===== config.mk =====
export PLATFORM = sky130hd
export DESIGN_NAME = mem_arbiter_flat
export DESIGN_NICKNAME = d
export VERILOG_FILES = /design/src/rtl/mem_arbiter_if.sv /design/src/rtl/mem_arbiter.sv /design/src/flat_wrapper.sv
export SDC_FILE = /design/constraint.sdc
export NUM_CORES = 1
export LEC_CHECK = 0
export ABC_AREA = 1
export CORE_MARGIN = 8
export CORE_UTILIZATION = 31
export DETAILED_ROUTE_END_ITERATION = 10
export GPL_TIMING_DRIVEN = 1
export HOLD_SLACK_MARGIN = 0.06
export PLACE_DENSITY = 0.86
export SLEW_MARGIN = 20
export SYNTH_ARGS = -nofsm -noshare
export SYNTH_HDL_FRONTEND = slang
export SYNTH_SLANG_ARGS = --single-unit

===== constraint.sdc =====
create_clock -name clk -period 1.2 [get_ports clk]
set_input_delay 0.12 -clock clk [delete_from_list [all_inputs] [get_ports clk]]
set_output_delay 0.12 -clock clk [all_outputs]
set_load 0.01 [all_outputs]

===== src/rtl/mem_arbiter_if.sv =====
// Request/response bundle for the two requesters plus the memory command bus of mem_arbiter.
// The slave modport is the arbiter's view. The master modport is the environment's view.
interface mem_arbiter_if #(
  parameter int unsigned DATA_WIDTH = 8,
  parameter int unsigned MAX_ADR    = 100,
  parameter int unsigned ADDRSIZE   = $clog2(MAX_ADR)
);
  logic                  p0_req_valid;
  logic                  p0_req_ready;
  logic                  p0_req_we;
  logic [ADDRSIZE-1:0]   p0_req_addr;
  logic [DATA_WIDTH-1:0] p0_req_wdata;
  logic                  p0_rsp_valid;
  logic                  p0_rsp_err;
  logic [DATA_WIDTH-1:0] p0_rsp_data;

  logic                  p1_req_valid;
  logic                  p1_req_ready;
  logic                  p1_req_we;
  logic [ADDRSIZE-1:0]   p1_req_addr;
  logic [DATA_WIDTH-1:0] p1_req_wdata;
  logic                  p1_rsp_valid;
  logic                  p1_rsp_err;
  logic [DATA_WIDTH-1:0] p1_rsp_data;

  logic                  mem_rd_en;
  logic [ADDRSIZE-1:0]   mem_rd_addr;
  logic [DATA_WIDTH-1:0] mem_rd_data;
  logic                  mem_wr_en;
  logic [ADDRSIZE-1:0]   mem_wr_addr;
  logic [DATA_WIDTH-1:0] mem_wr_data;

  modport slave (
    input  p0_req_valid, p0_req_we, p0_req_addr, p0_req_wdata,
    output p0_req_ready, p0_rsp_valid, p0_rsp_err, p0_rsp_data,
    input  p1_req_valid, p1_req_we, p1_req_addr, p1_req_wdata,
    output p1_req_ready, p1_rsp_valid, p1_rsp_err, p1_rsp_data,
    output mem_rd_en, mem_rd_addr, mem_wr_en, mem_wr_addr, mem_wr_data,
    input  mem_rd_data
  );

  modport master (
    output p0_req_valid, p0_req_we, p0_req_addr, p0_req_wdata,
    input  p0_req_ready, p0_rsp_valid, p0_rsp_err, p0_rsp_data,
    output p1_req_valid, p1_req_we, p1_req_addr, p1_req_wdata,
    input  p1_req_ready, p1_rsp_valid, p1_rsp_err, p1_rsp_data,
    input  mem_rd_en, mem_rd_addr, mem_wr_en, mem_wr_addr, mem_wr_data,
    output mem_rd_data
  );
endinterface


===== src/rtl/mem_arbiter.sv =====
// Two-port round-robin arbiter in front of a single-port memory.
// A two-stage pipeline gives a fixed 2-cycle, in-order response.
module mem_arbiter #(
  parameter int unsigned DATA_WIDTH = 8,
  parameter int unsigned MAX_ADR    = 100,
  parameter int unsigned ADDRSIZE   = $clog2(MAX_ADR)
) (
  input logic          clk,
  input logic          rst,
  mem_arbiter_if.slave bus
);

  logic                  last_grant_q;
  logic                  gnt0, gnt1, accept;
  logic                  sel_we, sel_err;
  logic [ADDRSIZE-1:0]   sel_addr;
  logic [DATA_WIDTH-1:0] sel_wdata;

  logic                  s1_valid_q, s1_port_q, s1_we_q, s1_err_q;
  logic [ADDRSIZE-1:0]   s1_addr_q;
  logic [DATA_WIDTH-1:0] s1_wdata_q;
  logic                  s2_valid_q, s2_port_q, s2_we_q, s2_err_q;

  logic                  rd_hit, wr_hit;
  logic [DATA_WIDTH-1:0] rsp_data;

  // Grants are forced low during reset, so every output reads 0 while rst is high.
  always_comb begin
    gnt0 = 1'b0;
    gnt1 = 1'b0;
    if (!rst) begin
      if (bus.p0_req_valid && (!bus.p1_req_valid || last_grant_q)) begin
        gnt0 = 1'b1;
      end else if (bus.p1_req_valid) begin
        gnt1 = 1'b1;
      end
    end
  end

  assign accept    = gnt0 | gnt1;
  assign sel_we    = gnt1 ? bus.p1_req_we    : bus.p0_req_we;
  assign sel_addr  = gnt1 ? bus.p1_req_addr  : bus.p0_req_addr;
  assign sel_wdata = gnt1 ? bus.p1_req_wdata : bus.p0_req_wdata;
  assign sel_err   = 32'(sel_addr) >= MAX_ADR;

  assign bus.p0_req_ready = gnt0;
  assign bus.p1_req_ready = gnt1;

  always_ff @(posedge clk or posedge rst) begin
    if (rst) begin
      last_grant_q <= 1'b1;
      s1_valid_q   <= 1'b0;
      s1_port_q    <= 1'b0;
      s1_we_q      <= 1'b0;
      s1_err_q     <= 1'b0;
      s1_addr_q    <= '0;
      s1_wdata_q   <= '0;
      s2_valid_q   <= 1'b0;
      s2_port_q    <= 1'b0;
      s2_we_q      <= 1'b0;
      s2_err_q     <= 1'b0;
    end else begin
      if (accept) begin
        last_grant_q <= gnt1;
      end
      s1_valid_q <= accept;
      s1_port_q  <= gnt1;
      s1_we_q    <= sel_we;
      s1_err_q   <= sel_err;
      s1_addr_q  <= sel_addr;
      s1_wdata_q <= sel_wdata;
      s2_valid_q <= s1_valid_q;
      s2_port_q  <= s1_port_q;
      s2_we_q    <= s1_we_q;
      s2_err_q   <= s1_err_q;
    end
  end

  // Out-of-range commands never reach memory; they only carry the error flag forward.
  assign rd_hit = s1_valid_q & ~s1_we_q & ~s1_err_q;
  assign wr_hit = s1_valid_q &  s1_we_q & ~s1_err_q;

  assign bus.mem_rd_en   = rd_hit;
  assign bus.mem_rd_addr = rd_hit ? s1_addr_q : '0;
  assign bus.mem_wr_en   = wr_hit;
  assign bus.mem_wr_addr = wr_hit ? s1_addr_q : '0;
  assign bus.mem_wr_data = wr_hit ? s1_wdata_q : '0;

  assign rsp_data = (s2_valid_q && !s2_we_q && !s2_err_q) ? bus.mem_rd_data : '0;

  assign bus.p0_rsp_valid = s2_valid_q & ~s2_port_q;
  assign bus.p0_rsp_err   = s2_valid_q & ~s2_port_q & s2_err_q;
  assign bus.p0_rsp_data  = s2_port_q ? '0 : rsp_data;
  assign bus.p1_rsp_valid = s2_valid_q & s2_port_q;
  assign bus.p1_rsp_err   = s2_valid_q & s2_port_q & s2_err_q;
  assign bus.p1_rsp_data  = s2_port_q ? rsp_data : '0;

endmodule


===== src/flat_wrapper.sv =====
// flat-port wrapper written by rule: the top's interface ports become plain ports
module mem_arbiter_flat 
#(
  parameter int unsigned DATA_WIDTH = 8,
  parameter int unsigned MAX_ADR    = 100,
  parameter int unsigned ADDRSIZE   = $clog2(MAX_ADR)
)
  (clk, rst, bus_p0_req_valid, bus_p0_req_we, bus_p0_req_addr, bus_p0_req_wdata, bus_p0_req_ready, bus_p0_rsp_valid, bus_p0_rsp_err, bus_p0_rsp_data, bus_p1_req_valid, bus_p1_req_we, bus_p1_req_addr, bus_p1_req_wdata, bus_p1_req_ready, bus_p1_rsp_valid, bus_p1_rsp_err, bus_p1_rsp_data, bus_mem_rd_en, bus_mem_rd_addr, bus_mem_wr_en, bus_mem_wr_addr, bus_mem_wr_data, bus_mem_rd_data);
  mem_arbiter_if #(.DATA_WIDTH(DATA_WIDTH), .MAX_ADR(MAX_ADR), .ADDRSIZE(ADDRSIZE)) bus_i ();
  input logic clk;
  input logic rst;
  input wire logic [$bits(bus_i.p0_req_valid)-1:0] bus_p0_req_valid;
  input wire logic [$bits(bus_i.p0_req_we)-1:0] bus_p0_req_we;
  input wire logic [$bits(bus_i.p0_req_addr)-1:0] bus_p0_req_addr;
  input wire logic [$bits(bus_i.p0_req_wdata)-1:0] bus_p0_req_wdata;
  output wire logic [$bits(bus_i.p0_req_ready)-1:0] bus_p0_req_ready;
  output wire logic [$bits(bus_i.p0_rsp_valid)-1:0] bus_p0_rsp_valid;
  output wire logic [$bits(bus_i.p0_rsp_err)-1:0] bus_p0_rsp_err;
  output wire logic [$bits(bus_i.p0_rsp_data)-1:0] bus_p0_rsp_data;
  input wire logic [$bits(bus_i.p1_req_valid)-1:0] bus_p1_req_valid;
  input wire logic [$bits(bus_i.p1_req_we)-1:0] bus_p1_req_we;
  input wire logic [$bits(bus_i.p1_req_addr)-1:0] bus_p1_req_addr;
  input wire logic [$bits(bus_i.p1_req_wdata)-1:0] bus_p1_req_wdata;
  output wire logic [$bits(bus_i.p1_req_ready)-1:0] bus_p1_req_ready;
  output wire logic [$bits(bus_i.p1_rsp_valid)-1:0] bus_p1_rsp_valid;
  output wire logic [$bits(bus_i.p1_rsp_err)-1:0] bus_p1_rsp_err;
  output wire logic [$bits(bus_i.p1_rsp_data)-1:0] bus_p1_rsp_data;
  output wire logic [$bits(bus_i.mem_rd_en)-1:0] bus_mem_rd_en;
  output wire logic [$bits(bus_i.mem_rd_addr)-1:0] bus_mem_rd_addr;
  output wire logic [$bits(bus_i.mem_wr_en)-1:0] bus_mem_wr_en;
  output wire logic [$bits(bus_i.mem_wr_addr)-1:0] bus_mem_wr_addr;
  output wire logic [$bits(bus_i.mem_wr_data)-1:0] bus_mem_wr_data;
  input wire logic [$bits(bus_i.mem_rd_data)-1:0] bus_mem_rd_data;
  assign bus_i.p0_req_valid = bus_p0_req_valid;
  assign bus_i.p0_req_we = bus_p0_req_we;
  assign bus_i.p0_req_addr = bus_p0_req_addr;
  assign bus_i.p0_req_wdata = bus_p0_req_wdata;
  assign bus_p0_req_ready = bus_i.p0_req_ready;
  assign bus_p0_rsp_valid = bus_i.p0_rsp_valid;
  assign bus_p0_rsp_err = bus_i.p0_rsp_err;
  assign bus_p0_rsp_data = bus_i.p0_rsp_data;
  assign bus_i.p1_req_valid = bus_p1_req_valid;
  assign bus_i.p1_req_we = bus_p1_req_we;
  assign bus_i.p1_req_addr = bus_p1_req_addr;
  assign bus_i.p1_req_wdata = bus_p1_req_wdata;
  assign bus_p1_req_ready = bus_i.p1_req_ready;
  assign bus_p1_rsp_valid = bus_i.p1_rsp_valid;
  assign bus_p1_rsp_err = bus_i.p1_rsp_err;
  assign bus_p1_rsp_data = bus_i.p1_rsp_data;
  assign bus_mem_rd_en = bus_i.mem_rd_en;
  assign bus_mem_rd_addr = bus_i.mem_rd_addr;
  assign bus_mem_wr_en = bus_i.mem_wr_en;
  assign bus_mem_wr_addr = bus_i.mem_wr_addr;
  assign bus_mem_wr_data = bus_i.mem_wr_data;
  assign bus_i.mem_rd_data = bus_mem_rd_data;
  mem_arbiter #(.DATA_WIDTH(DATA_WIDTH), .MAX_ADR(MAX_ADR), .ADDRSIZE(ADDRSIZE)) u_core (.clk(clk), .rst(rst), .bus(bus_i));
endmodule

==> results of run 1 <==
registers in the layout, summed over array words and instances (netlist names):
| signal | cells |
|---|---|
| u_core.s1_err_q | 1 |
| u_core.s1_wdata_q | 8 |
| u_core.s2_err_q | 1 |
| u_core.s1_we_q | 1 |
| u_core.last_grant_q | 1 |
| u_core.s2_we_q | 1 |
| u_core.s1_valid_q | 1 |
| u_core.s1_addr_q | 7 |
| u_core.s2_valid_q | 1 |
| u_core.s2_port_q | 1 |
| u_core.s1_port_q | 1 |
area by class of cell:
| cell class | count | share of cell area |
|---|---|---|
| timing repair buffer | 122 | 0.386 |
| timing repair inverter | 1 | 0.00265 |
| multi-input combinational | 105 | 0.287 |
| sequential | 24 | 0.212 |
| inverter | 47 | 0.0654 |
| tap | 50 | 0.0221 |
| clock buffer | 3 | 0.0146 |
| clock inverter | 1 | 0.0106 |
power by group:
group	internal [mW]	switching, mW	leakage (nW)
Sequential	0.881	0.0316	0.287
Clock	0.446	0.267	0.0357
Combinational	0.433	0.408	1.20
Total	1.76	0.706	1.52
how the worst min path moves through the flow:
stage	start	to	slack, ns	depth (start not counted)
final	u_core.s1_port_q$_DFF_PP0_	u_core.s2_port_q$_DFF_PP0_	0.37	0
after global routing	u_core.s1_port_q$_DFF_PP0_	u_core.s2_port_q$_DFF_PP0_	0.38	0
after CTS	bus_p0_req_wdata[2]	u_core.s1_wdata_q[2]$_DFF_PP0_	0.37	3
after detailed placement	u_core.s1_port_q$_DFF_PP0_	u_core.s2_port_q$_DFF_PP0_	0.35	0
after global placement	u_core.s1_port_q$_DFF_PP0_	u_core.s2_port_q$_DFF_PP0_	0.33	0
after floorplan	rst	u_core.s1_addr_q[0]$_DFF_PP0_	0.13	1
per-layer routing:
layer,track usage,part of all wire,vias to the layer above
li1,-,-,766
met1,0.134,0.35,692
met2,0.260,0.57,59
met3,0.0413,0.064,7
met4,0.0982,0.021,0
met5,0,0,-
kinds of logic after synthesis:
family	share of synthesized area
AOI/OAI and AO/OA	0.00784
buffers and inverters	0.166
DFF	0.472
and+or+nand+nor	0.354
through the flow:
stage / setup TNS [ns] / power, mW / area [µm²] / instances / setup slack [ns]
after detailed placement: -18.22 / 1.52 / 2340 / 331 / -0.480
after global routing: -17.12 / 2.58 / 2830 / 353 / -0.495
after CTS: -10.91 / 2.33 / 2540 / 349 / -0.404
after global placement: -16.13 / 1.51 / 2340 / 331 / -0.399
final: -13.14 / 2.47 / 2830 / 353 / -0.428
after floorplan: 0 / 1.16 / 1280 / 181 / 0.000650
worst reg2reg max path: cells and delay by family (launching register included):
kind | cells | cell delay, ns
buffers and inverters | 3 | 0.23
DFF | 1 | 0.54
and+or+nand+nor | 7 | 0.52
cell usage in the layout, fill, tap and decap left out:
master,Yosys,final
nand2_2,2,15
nand2_4,2,16
clkbuf_8,0,3
inv_1,44,35
nor3_4,0,9
o21ai_2,0,1
buf_8,0,4
a21oi_1,1,1
clkbuf_16,0,1
dfstp_2,1,1
nand2_1,46,19
buf_4,2,12
clkinvlp_4,0,1
nor3_2,0,9
buf_2,1,38
nor2_1,28,17
dfrtp_1,23,23
nand3b_1,3,3
nand3_1,3,2
clkinv_2,0,1
bufinv_16,0,1
nor2_4,1,7
clkdlybuf4s15_2,0,1
inv_2,2,8
clkdlybuf4s50_1,0,43
nand3_2,0,1
buf_12,0,3
nor2_2,0,5
inv_4,0,3
buf_6,1,20
repair_timing:
action	4_1_cts	5_1_grt
pin swaps	9	24
gates resized for setup	252	67
setup buffers	14	5
setup endpoints to repair	58	63
gates cloned	2	1
==> results_dict.tcl, run 1 <==
set metrics [dict create \
    synthTopCellsByArea "dfrtp_1, nand2_1, inv_1" \
    firstDrtPassIters 4 \
    final_hold_viol_count 0 \
    cp.depth 6 \
    grt_pass1_vias 1575 \
    rsz0062_at_grt "yes" \
    drtIter0Drc 19 \
    grt_max_degree 25 \
    areaGrowthSynthToFinish_pct 122 \
    grt_use_total 0.143 \
    grt_antenna_before_repair 0 \
    synth_edf_count 0 \
    route.antenna.remaining_nets 0 \
    io_buffers 89 \
    multi_input_area_um2 812 \
    rr_worst_depth 10 \
    ys_ff_latch 24 \
    relSlewSlack 0.826 \
    min_path_type "reg -> reg" \
    cts_root_buf "clkbuf_8" \
    synth_top_cell_area_share 0.451 \
    worstSetupPathType "reg -> out" \
    synthCells 181 \
    cts_tree "done" \
    initial_utilization 0.321 \
    antennaDiodeCount 0 \
    drv_slew 0 \
    setup_violations 61 \
    crit_end "bus_mem_wr_addr[2]" \
    dpl.hpwl_mm 3.21 \
    crit_path_end_kind "output pin" \
    fmax_mhz 614 \
    overflow 0 \
    peakVddDrop_mv 0.519 \
    critPathArrivalTime_ns 1.51 \
    grt_pass1_wl_mm 7.24 \
    r2r-end "u_core.s1_err_q$_DFF_PP0_" \
    io_pins 90 \
    r2r-start "u_core.last_grant_q$_DFFE_PP1P_" \
    nets 348 \
    yosysWarnings 0 \
    setup_ws_ns -0.428 \
    core_um2 3970 \
    syn_avg_cell_area_um2 7.04 \
    synth_top_cell_by_area "dfrtp_1" \
    rows 23 \
    die_y_um 80.1 \
    synthTopCellsByCount "nand2_1, inv_1, nor2_1" \
    crit_path_cell_trace "nor2_4 -> clkinvlp_4 -> buf_6 -> buf_6 -> nor2_1 -> buf_2" \
    finClkSkew_ns 0.00655 \
    cts_hold_buf 0 \
    fill_cells 311 \
    power.leakage_nw 1.52 \
    crit_family "buffers and inverters" \
    worst_slew_pin_slew_ns 0.260 \
    fin_crit_sh 1.36 \
    r2r_slack_ns -0.17 \
    cap_viol_max_count 0 \
    crit_top_cell "buf_6" \
    cts_made_buffers 3 \
    vias 1524 \
    drc 0 \
    finalCriticalPeriod_ns 1.63 \
    via_per_inst 4.32 \
    htreeDepth 1 \
    cts_buffer_depth 2 \
    required_ns 1.08 \
    regArea_um2 602 \
    cellPowerDensity_nw_per_um2 871 \
    post_route_cells_drive_above_1_share 0.528 \
    crit_start "u_core.s1_err_q$_DFF_PP0_" \
    die_x_um 80.1 \
    syn_nets 225 \
    cp_slowest_cell "dfrtp_1" \
    crit_buf_inv 4 \
    wl_mm 5.05 \
    worst_setup_path_start_kind "flip-flop" \
    cts_sinks 24 \
    synthFlopType "dfrtp_1" \
    synth-async-reset-ratio 1.00 \
    cpPeakStageDelay_ns 0.46 \
    violations "negative setup slack" \
    clk_latency_ns 0.27 \
    cts.clk_slew.worst_paths_ns 0.09 \
    post-route-util 0.713 \
    yosysSeqAreaShare 0.472 \
    ys_types 19 \
    die_area_um2 6420 \
    holdWs_ns 0.374 \
    synth_area_um2 1270 \
    routabilityCongestion 0.772 \
    critPathMaxFanout 3 \
    outcome "complete, but fails checks" \
    yosysMostFrequentCell "nand2_1" \
    routedWlPerCell_um 14.3 \
]
Power figures use the tool's default switching activity.
==> run 2, diff against run 1 <==
PLACE_DENSITY = 0.76   (was 0.86)
==> run 2 against run 1 <==
Effect of this change: the run still ends with negative setup slack left; fmax rose by 2.8%; routed wire length fell by 3.7%; die area did not move; cell count rose by 4.2%; flip-flop and latch count did not move; worst setup slack improved by 0.044 ns; worst hold slack got worse by 0.016 ns; clock skew fell by 0.0045 ns; combinational power rose by 5.9%; first-iteration DRC count rose to 2.9 times the previous value; clock-buffer cell count rose by 1; sequential share of layout area fell by 0.62 points.
==> results_dict.tcl, run 2 (synthesis results as in run 1) <==
set metrics [dict create \
    io_buffers 89 \
    cts_sinks 24 \
    crit_top_cell "buf_6" \
    rows 23 \
    clkPwrFrac 0.211 \
    crit_start "u_core.s1_err_q$_DFF_PP0_" \
    fmax_mhz 631 \
    grt_antenna_before_repair 0 \
    grt_pass1_vias 1655 \
    internal-power_mw 1.60 \
    crit_buf_inv 4 \
    regMostFlops "u_core.s1_wdata_q" \
    finalCriticalPeriod_ns 1.58 \
    peakVddDrop_mv 0.538 \
    final_common_cell "clkdlybuf4s50_1" \
    final_hold_viol_count 0 \
    initial_utilization 0.321 \
    outcome "complete, but fails checks" \
    relSlewSlack 0.830 \
    crit_path_end_kind "output pin" \
    post_route_cells_drive_above_1_share 0.569 \
    rsz0062_at_grt "yes" \
    mostFrequentLayoutCells "clkdlybuf4s50_1, buf_2, inv_1, buf_6, dfrtp_1" \
    antennaDiodeCount 0 \
    grt_use_total 0.141 \
    wl_mm 4.86 \
    violations "negative setup slack" \
    via_per_inst 4.25 \
    p_sw_frac 0.300 \
    nets 363 \
    die_y_um 80.1 \
    overflow 0 \
    hold_start "u_core.s1_port_q$_DFF_PP0_" \
    cap_viol_max_count 0 \
    worstSetupPathType "reg -> out" \
    grt_max_degree 20 \
    drv_slew 0 \
    cts_buffer_depth 2 \
    worst_setup_path_start_kind "flip-flop" \
    cts.clk_slew.worst_paths_ns 0.08 \
    largest_reg_flops 8 \
    wl_met2_mm 2.73 \
    r2r-start "u_core.last_grant_q$_DFFE_PP1P_" \
    dp_worst_setup_slack_ns -0.441 \
    grt_pass1_wl_mm 7.27 \
    met1Wirelength_mm 1.73 \
    drc 0 \
    cp_slowest_cell "dfrtp_1" \
    htreeDepth 1 \
    cts_made_buffers 3 \
    firstDrtPassIters 4 \
    route.antenna.remaining_nets 0 \
    routabilityCongestion 0.764 \
    cellPowerDensity_nw_per_um2 782 \
    finClkSkew_ns 0.00202 \
    areaGrowthSynthToFinish_pct 129 \
    drtIter0Drc 56 \
    top_regs "u_core.s1_wdata_q x8, u_core.s1_addr_q x7" \
    cpPeakStageDelay_ns 0.43 \
    vias 1565 \
    cts_root_buf "clkbuf_8" \
    finalPower_mw 2.28 \
    die_area_um2 6420 \
    dr_wl_met3_um 314 \
    pwr-share-seq 0.399 \
    setup_violations 61 \
    fin_crit_sh 1.32 \
    worst_slew_pin_slew_ns 0.254 \
    core_um2 3970 \
    io_pins 90 \
    crit_family "buffers and inverters" \
    clk_latency_ns 0.26 \
    p_comb_frac 0.390 \
    power.leakage_nw 1.56 \
    cts_hold_buf 0 \
    setup_ws_ns -0.384 \
    dpl.hpwl_mm 3.26 \
    critPathMaxFanout 5 \
    min_path_type "reg -> reg" \
    crit_path_cell_trace "nor2_4 -> clkinvlp_4 -> buf_6 -> buf_6 -> nor2_4 -> buf_6" \
    critPathArrivalTime_ns 1.46 \
    required_ns 1.08 \
    routedWlPerCell_um 13.2 \
    post-route-util 0.735 \
    top_layer "met4" \
    die_x_um 80.1 \
    p_switching_mw 0.686 \
    cts_tree "done" \
]
run 2: cell count changes in the layout (fill, tap and decap cells not counted), moves of 4 or more:
| cell | previous run | this run |
|---|---|---|
| nor3_4 | 9 | 5 |
| buf_6 | 20 | 33 |
| buf_4 | 12 | 19 |
| buf_8 | 4 | 0 |
| nor3_2 | 9 | 13 |
run 2: worst paths after layout:
kind	slack [ns]	cells past startpoint	endpoint
min	0.36	0	u_core.s2_port_q$_DFF_PP0_
min in group asynchronous	0.46	4	u_core.s1_wdata_q[7]$_DFF_PP0_
max	-0.38	6	bus_mem_wr_addr[3]
max in group asynchronous	0.48	4	u_core.s2_port_q$_DFF_PP0_
max reg2reg	-0.21	10	u_core.s1_err_q$_DFF_PP0_
min reg2reg	0.36	0	u_core.s2_port_q$_DFF_PP0_
run 2: area by class of cell:
class,instances,area [µm²]
multi-input combinational,105,818
fill,310,1050
timing repair inverter,1,7.51
timing repair buffer,137,1200
inverter,47,183
tap,50,62.6
sequential,24,602
clock buffer,4,45.0
run 2: stage by stage:
stage                     hold slack [ns]  cells  setup TNS, ns  area [µm²]
after global routing                0.358    368         -17.09        2920
after CTS                           0.359    365         -12.55        2770
after floorplan                     0.134    181              0        1280
after detailed placement            0.339    335         -17.34        2350
after global placement              0.334    335         -15.76        2350
final                               0.358    368         -12.64        2920
run 2: timing repair:
action | in CTS | in global routing
cloned | 2 | 0
pin swaps | 25 | 17
setup buffers | 25 | 5
endpoints found under the setup margin | 64 | 64
resized for setup | 278 | 55
run 2: power groups by stage:
stage / sequential (mW) / clock, mW / combinational [mW]
floorplan: 0.915 / 0 / 0.243
global placement: 0.920 / 0 / 0.593
detailed placement: 0.923 / 0 / 0.601
CTS: 0.911 / 0.479 / 0.793
global route: 0.918 / 0.539 / 0.962
finish: 0.910 / 0.482 / 0.891
run 2: per-layer routing:
layer / GRT usage / up-vias
met5: 0 / -
met4: 0.0655 / 0
met3: 0.0201 / 6
met2: 0.267 / 59
met1: 0.150 / 704
li1: - / 796
